## src/rtl/uart_pkg.sv

```systemverilog
// Shared UART definitions: parity selection constants, transmit FSM states
// and the frame length helper used by the transmitter (and future receiver).
package uart_pkg;

  localparam logic [1:0] PAR_NONE = 2'd0;
  localparam logic [1:0] PAR_EVEN = 2'd1;
  localparam logic [1:0] PAR_ODD  = 2'd2;

  typedef enum logic {
    IDLE,
    SHIFT
  } tx_state_t;

  // Start bit + data bits + optional parity bit + stop bits.
  function automatic int frame_w(input int data_w, input logic [1:0] parity,
                                 input int stop_bits);
    return 1 + data_w + ((parity != PAR_NONE) ? 1 : 0) + stop_bits;
  endfunction

endpackage

```

## src/rtl/uart_baud_tick.sv

```systemverilog
// Baud divider: counts 0..BAUD_DIV-1 and flags the terminal count.
// A clear restarts the bit period from zero.
module uart_baud_tick #(
  parameter int BAUD_DIV = 434
) (
  input  logic clk,
  input  logic rst,
  input  logic clr,
  output logic tick
);

  localparam int CW = (BAUD_DIV > 1) ? $clog2(BAUD_DIV) : 1;
  localparam logic [CW-1:0] LAST = CW'(BAUD_DIV - 1);

  logic [CW-1:0] cnt;

  always_ff @(posedge clk or posedge rst) begin
    if (rst) begin
      cnt <= '0;
    end else if (clr || tick) begin
      cnt <= '0;
    end else begin
      cnt <= cnt + CW'(1);
    end
  end

  assign tick = (cnt == LAST);

endmodule

```

## src/rtl/uart_tx_frame.sv

```systemverilog
// UART transmit framer: one-word holding register behind a valid/ready
// handshake, feeding an LSB-first shift register with parity and stop bits.
module uart_tx_frame
  import uart_pkg::*;
#(
  parameter int         DATA_W    = 8,
  parameter logic [1:0] PARITY    = PAR_NONE,
  parameter int         STOP_BITS = 1,
  parameter int         BAUD_DIV  = 434
) (
  input  logic              clk,
  input  logic              rst,
  input  logic [DATA_W-1:0] tx_data,
  input  logic              tx_valid,
  output logic              tx_ready,
  output logic              txd,
  output logic              busy,
  output logic              done
);

  localparam int FRAME_W = frame_w(DATA_W, PARITY, STOP_BITS);
  localparam int BIT_CW  = $clog2(FRAME_W + 1);
  localparam logic [BIT_CW-1:0] LAST_BIT = BIT_CW'(FRAME_W - 1);

  tx_state_t          state, next_state;
  logic [DATA_W-1:0]  hold_data;
  logic               hold_full;
  logic [FRAME_W-1:0] shreg;
  logic [FRAME_W-1:0] frame_vec;
  logic [BIT_CW-1:0]  bit_cnt;
  logic               par_bit;
  logic               accept;
  logic               load;
  logic               shift;
  logic               baud_clr;
  logic               tick;

  assign tx_ready = !hold_full;
  assign accept   = tx_valid && !hold_full;
  assign baud_clr = (state == IDLE) || load;
  assign txd      = shreg[0];

  uart_baud_tick #(
    .BAUD_DIV(BAUD_DIV)
  ) u_baud (
    .clk (clk),
    .rst (rst),
    .clr (baud_clr),
    .tick(tick)
  );

  // Frame image: stop ones above the optional parity bit, data, start zero.
  always_comb begin
    par_bit = (^hold_data) ^ (PARITY == PAR_ODD);
    frame_vec = '1;
    frame_vec[0] = 1'b0;
    frame_vec[DATA_W:1] = hold_data;
    if (PARITY != PAR_NONE) begin
      frame_vec[DATA_W+1] = par_bit;
    end
  end

  always_ff @(posedge clk or posedge rst) begin
    if (rst) begin
      hold_data <= '0;
      hold_full <= 1'b0;
    end else if (accept) begin
      hold_data <= tx_data;
      hold_full <= 1'b1;
    end else if (load) begin
      hold_full <= 1'b0;
    end
  end

  // Ones shift in from the top, so the line rests high once a frame drains.
  always_ff @(posedge clk or posedge rst) begin
    if (rst) begin
      shreg   <= '1;
      bit_cnt <= '0;
    end else if (load) begin
      shreg   <= frame_vec;
      bit_cnt <= '0;
    end else if (shift) begin
      shreg   <= {1'b1, shreg[FRAME_W-1:1]};
      bit_cnt <= bit_cnt + BIT_CW'(1);
    end
  end

  always_ff @(posedge clk or posedge rst) begin
    if (rst) begin
      state <= IDLE;
    end else begin
      state <= next_state;
    end
  end

  // A waiting word reloads on the final tick so frames run back to back.
  always_comb begin
    next_state = state;
    load       = 1'b0;
    shift      = 1'b0;
    done       = 1'b0;
    busy       = 1'b0;
    case (state)
      IDLE: begin
        if (hold_full) begin
          load       = 1'b1;
          next_state = SHIFT;
        end
      end
      SHIFT: begin
        busy = 1'b1;
        if (tick) begin
          if (bit_cnt == LAST_BIT) begin
            done = 1'b1;
            if (hold_full) begin
              load = 1'b1;
            end else begin
              shift      = 1'b1;
              next_state = IDLE;
            end
          end else begin
            shift = 1'b1;
          end
        end
      end
      default: next_state = IDLE;
    endcase
  end

endmodule

```

## config.mk

```make
export PLATFORM = sky130hd
export DESIGN_NAME = uart_tx_frame
export DESIGN_NICKNAME = d
export VERILOG_FILES = /design/src/rtl/uart_pkg.sv /design/src/rtl/uart_baud_tick.sv /design/src/rtl/uart_tx_frame.sv
export SDC_FILE = /design/constraint.sdc
export NUM_CORES = 1
export LEC_CHECK = 0
export BUFFER_PORTS_ARGS = -buffer_cell sky130_fd_sc_hd__buf_4
export CAP_MARGIN = 20
export CORE_MARGIN = 4
export CORE_UTILIZATION = 30
export CTS_CLUSTER_DIAMETER = 120
export DETAILED_ROUTE_END_ITERATION = 6
export PLACE_DENSITY_LB_ADDON = 0.1
export SLEW_MARGIN = 20
export SYNTH_ARGS = -nofsm -noshare
export SYNTH_HDL_FRONTEND = slang
export SYNTH_SLANG_ARGS = --single-unit
export TNS_END_PERCENT = 5
```

## constraint.sdc

```tcl
create_clock -name clk -period 1.76 [get_ports clk]
set_input_delay 0.088 -clock clk [delete_from_list [all_inputs] [get_ports clk]]
set_output_delay 0.088 -clock clk [all_outputs]
set_load 0.02 [all_outputs]
```

Yosys cells after proc, flatten, opt, wreduce, memory -nomap -nowiden
Index checks and enable logic that the tools add are counted.
Operators by class
  $add $sub $neg: 2
  equality and inequality tests: 2
  mux-type cells: 22
  bitwise operators: 1
  reductions and logical operators: 6
Operators with widths (count)
  $mux W10: 2
  $mux W1: 15
  $add A9 B1 Y9 const B: 1
  $eq A9 B9 Y1 const B: 1
  $mux W9: 1
  $mux W4: 2
  $add A4 B1 Y4 const B: 1
  $eq A4 B4 Y1 const B: 1
  $pmux W1 S2: 2
  $reduce_bool A2 Y1: 2
  $logic_or A1 B1 Y1: 2
  $logic_and A1 B1 Y1: 1
  $logic_not A1 Y1: 1
  $not A1 Y1: 1
Storage, ports and cells
  bits in registers: 33
  bits of input ports: 11
  output and inout port bits: 4

Depth between registers and ports, before layout
  depth after elaboration: 7
  gate-level depth with buffers: 7
  mapped depth without buffers: 6

Hierarchy
A second synthesis with hierarchy kept.
Second synthesis, totals
  cells, all modules: 131
  area, all modules: 1575.3 um^2
Modules (own cells, without submodules)
  uart_tx_frame: instances 1, cells each 82, area each 1077.3 um^2, seq. area each 586.8 um^2
  uart_baud_tick: instances 1, cells each 49, area each 498.0 um^2, seq. area each 225.2 um^2

Least setup slack after synthesis
Ideal clock, no wire load.
  kind: register to output
  from: register u_baud.cnt[1]
  to: output done
  data arrival time: 1368 ps
  path slack: 304 ps
  stages on the path, launching flop included: 7
  cells stage by stage: dfrtp_1 -> inv_1 -> ha_1 -> nand4b_2 -> nor2_4 -> buf_2 -> and3_1
On the way
  cells in the longest elaborated chain, start to end: 3
Ends and longest elaborated chain
  start, declared: line uart_baud_tick.sv:15  | logic [CW-1:0] cnt;
  start signal, assigned: line uart_baud_tick.sv:23  | cnt <= cnt + CW'(1);
  $eq A9 B9 Y1: line uart_baud_tick.sv:27  | assign tick = (cnt == LAST);
  $mux W1: line uart_tx_frame.sv:113  | if (tick) begin
  $mux W1: line uart_tx_frame.sv:104  | case (state)
  end, declared: line uart_tx_frame.sv:18  | output logic done
No other way between the ends.

Final worst setup path
Ends and elaborated chain as after synthesis.

==> out/metrics.cfg <==
[synth]
synthArstFlopShare_pct=100
syn_nets=166
synthTopCellsByArea=dfrtp_1 34%, dfstp_2 14%, mux2_2 10%
synthDistinctLibCells=39
synth_top_area_share_pct=34.1
yosys.cell_count.top_type=dfrtp_1
postSynthCellCount=151
ys_warn_count=0
syn_area_per_cell_um2=11.2
synth_common_cells=23 x dfrtp_1, 15 x mux2_2, 10 x nor2_1
synth-edff-count=0
synth-seq-cells=32
synth_top_cell_by_area=dfrtp_1
syn-cell-area_um2=1690
synth-seq-area-share_pct=48.1
ys.flop_type=dfrtp_1

[timing]
slew_headroom_pct=72.2
tns_ns=0
skew_ns=0.00530
hold_violations=0
fin_ws_ns=0.133
rsz0062_at_grt=no
timing.final.crit_share_pct=92.4
whs_ns=0.0334
maxSlewViolCount=0
max_freq_ghz=0.615
fin_crit_ns=1.63
setup_viol=0
worst_slew_pin_slew_ns=0.413

[clock_network]
clkLatencyLatePin_ns=0.28
cts_tree=built
cts-root-buf=clkbuf_8
cts.clk_slew.worst_paths_ns=0.07
cts_buffers=5
htree_levels=2
clkSinkCount=32
cts.path.max_buffers=2

[global_route]
grt_max_degree=33
antenna_found_initial=0
grt_overflow=0
grt_pass1_vias=1249
gr-usage-all-layers_pct=10.5
grt_pass1_wl_um=5910

[worst_setup_path]
reg2reg_depth=6
r2r-start=u_baud.cnt[1]
path_cells=inv_1 > ha_1 > nand4b_4 > nor2_4 > and3_1 > buf_4
crit_arrival_ns=1.54
regToRegSetupSlack_ns=0.21
end_kind=output pin
cp_slowest_cell=dfrtp_1
cp-start-kind=register
required_ns=1.67
critPathTopFamily=simple AND/OR/NAND/NOR gates
crit_type=reg -> out
crit_start=u_baud.cnt[1]
slowest_delay_ns=0.39
cp.depth=6
path_max_fanout=4
regToRegEndpoint=bit_cnt[1]
path_buf_inv=2
cp-endpoint=done

[route]
viasPerCell=4.78
dr_wl_met2_um=1570
ant_nets=0
vias=1191
top_layer_used=met4
drt-wirelength-per-cell_um=13.4
initialDrtViolationCount=36
drc=0
wl_met1_um=1590
wl_met3_um=138
routed_wl_um=3350
first_pass_iters=4

[place]
hpwlAfterDp_um=2290
place_inst=237
postPlaceCellArea_um2=1900
place_ws_ns=0.151
place.gp.congestion=0.691
port_buffers=14

[floorplan]
die_height_um=83.0
rows=27
die-area_um2=6890
fp.dieW_um=83.0
core-area_um2=5470
ioPinCount=15
start_util_pct=30.8

[finish]
final_core_util_pct=37.4
drive_above_1_share_pct=38.4
layout.nets=191
diodes=0
fin_area_um2=2050
fillers=575
finalNonFillerCells=249
syn2layout_area_growth_pct=21.5

[power_and_ir_drop]
p_comb_share_pct=12.8
p_int_mw=1.39
ir_worst_vdd_mv=0.349
cellPowerDensity_nw_per_um2=879
p_leak_nw=0.861
power_frac_clock_pct=38.0
finalPower_mw=1.80
swShare_pct=22.7
p_switching_mw=0.409
pwr-share-seq_pct=49.2

[hold_path]
hold_class=in -> reg

[flow_run]
drv_cap=0

[outcome]
run_status=complete, no violations

-- placed cells by master, fill, tap and decap left out, types with 2 or more instances in the layout --
cell type	netlist	routed
buf_4	0	25
dfrtp_1	23	23
mux2_2	15	15
nor2_1	10	10
nand2_1	9	9
o21ai_0	9	9
dfstp_2	9	9
a21oi_1	8	8
o22ai_1	7	7
nand3b_1	7	7
nand3_1	5	5
inv_1	5	5
clkbuf_8	0	5
ha_1	4	4
nand2b_1	3	3
xnor2_1	3	3
nand4b_4	1	2
a31o_2	2	2
and3_1	2	2
or3_1	2	2
xor2_1	2	2
-- area by class of cell --
class | count | area, um2 | share of cell area, %
Clock buffer | 5 | 68.8 | 3.36
Clock inverter | 3 | 42.5 | 2.08
Inverter | 5 | 18.8 | 0.916
Multi-Input combinational cell | 106 | 820 | 40.0
Sequential cell | 32 | 812 | 39.6
Tap cell | 72 | 90.1 | 4.40
Timing Repair Buffer | 26 | 198 | 9.65
-- per-layer routing --
layer | GRT usage (%) | vias up
li1 | - | 586
met1 | 13.3 | 582
met2 | 17.2 | 18
met3 | 3.08 | 5
met4 | 3.57 | 0
met5 | 0 | -
-- timing repair --
item / 4_1_cts / 5_1_grt
setup endpoints to repair: 0 / 1
gates resized for setup: 0 / 1
hold buffers: 1 / 0
setup buffers: 0 / 3
hold endpoints to repair: 23 / 0
-- worst min-delay path by stage --
stage / startpoint / end / slack (ns) / cells after the start
floorplan: rst / bit_cnt[0] / 0.20 / 1
finish: tx_data[2] / hold_data[2] / 0.03 / 2
global placement: rst / u_baud.cnt[2] / 0.20 / 3
global route: tx_data[2] / hold_data[2] / 0.02 / 2
detailed placement: rst / u_baud.cnt[2] / 0.21 / 3
CTS: tx_data[2] / hold_data[2] / 0.02 / 2
-- cells by family (layout without fill, tap and decap cells) --
group	Yosys count	after routing	synth area share, %
mux	16	16	10.6
buf+inv	13	39	3.78
simple gates	46	46	17.5
flops	32	32	48.1
fa+ha+maj	4	4	2.97
xor+xnor	5	5	2.60
compound gates	35	35	14.4
-- power groups by stage --
| stage | sequential (mW) | clock (mW) | combinational, mW |
|---|---|---|---|
| floorplan | 0.876 | 0 | 0.184 |
| global placement | 0.896 | 0 | 0.229 |
| detailed placement | 0.903 | 0 | 0.231 |
| CTS | 0.889 | 0.716 | 0.235 |
| global route | 0.901 | 0.741 | 0.262 |
| finish | 0.887 | 0.685 | 0.230 |
-- state kept, by name (all words and copies together) (netlist names) --
| name | flops |
|---|---|
| bit_cnt | 4 |
| shreg | 9 |
| hold_full | 1 |
| state | 1 |
| hold_data | 8 |
| u_baud.cnt | 9 |
(Power assumes the default switching activity.)
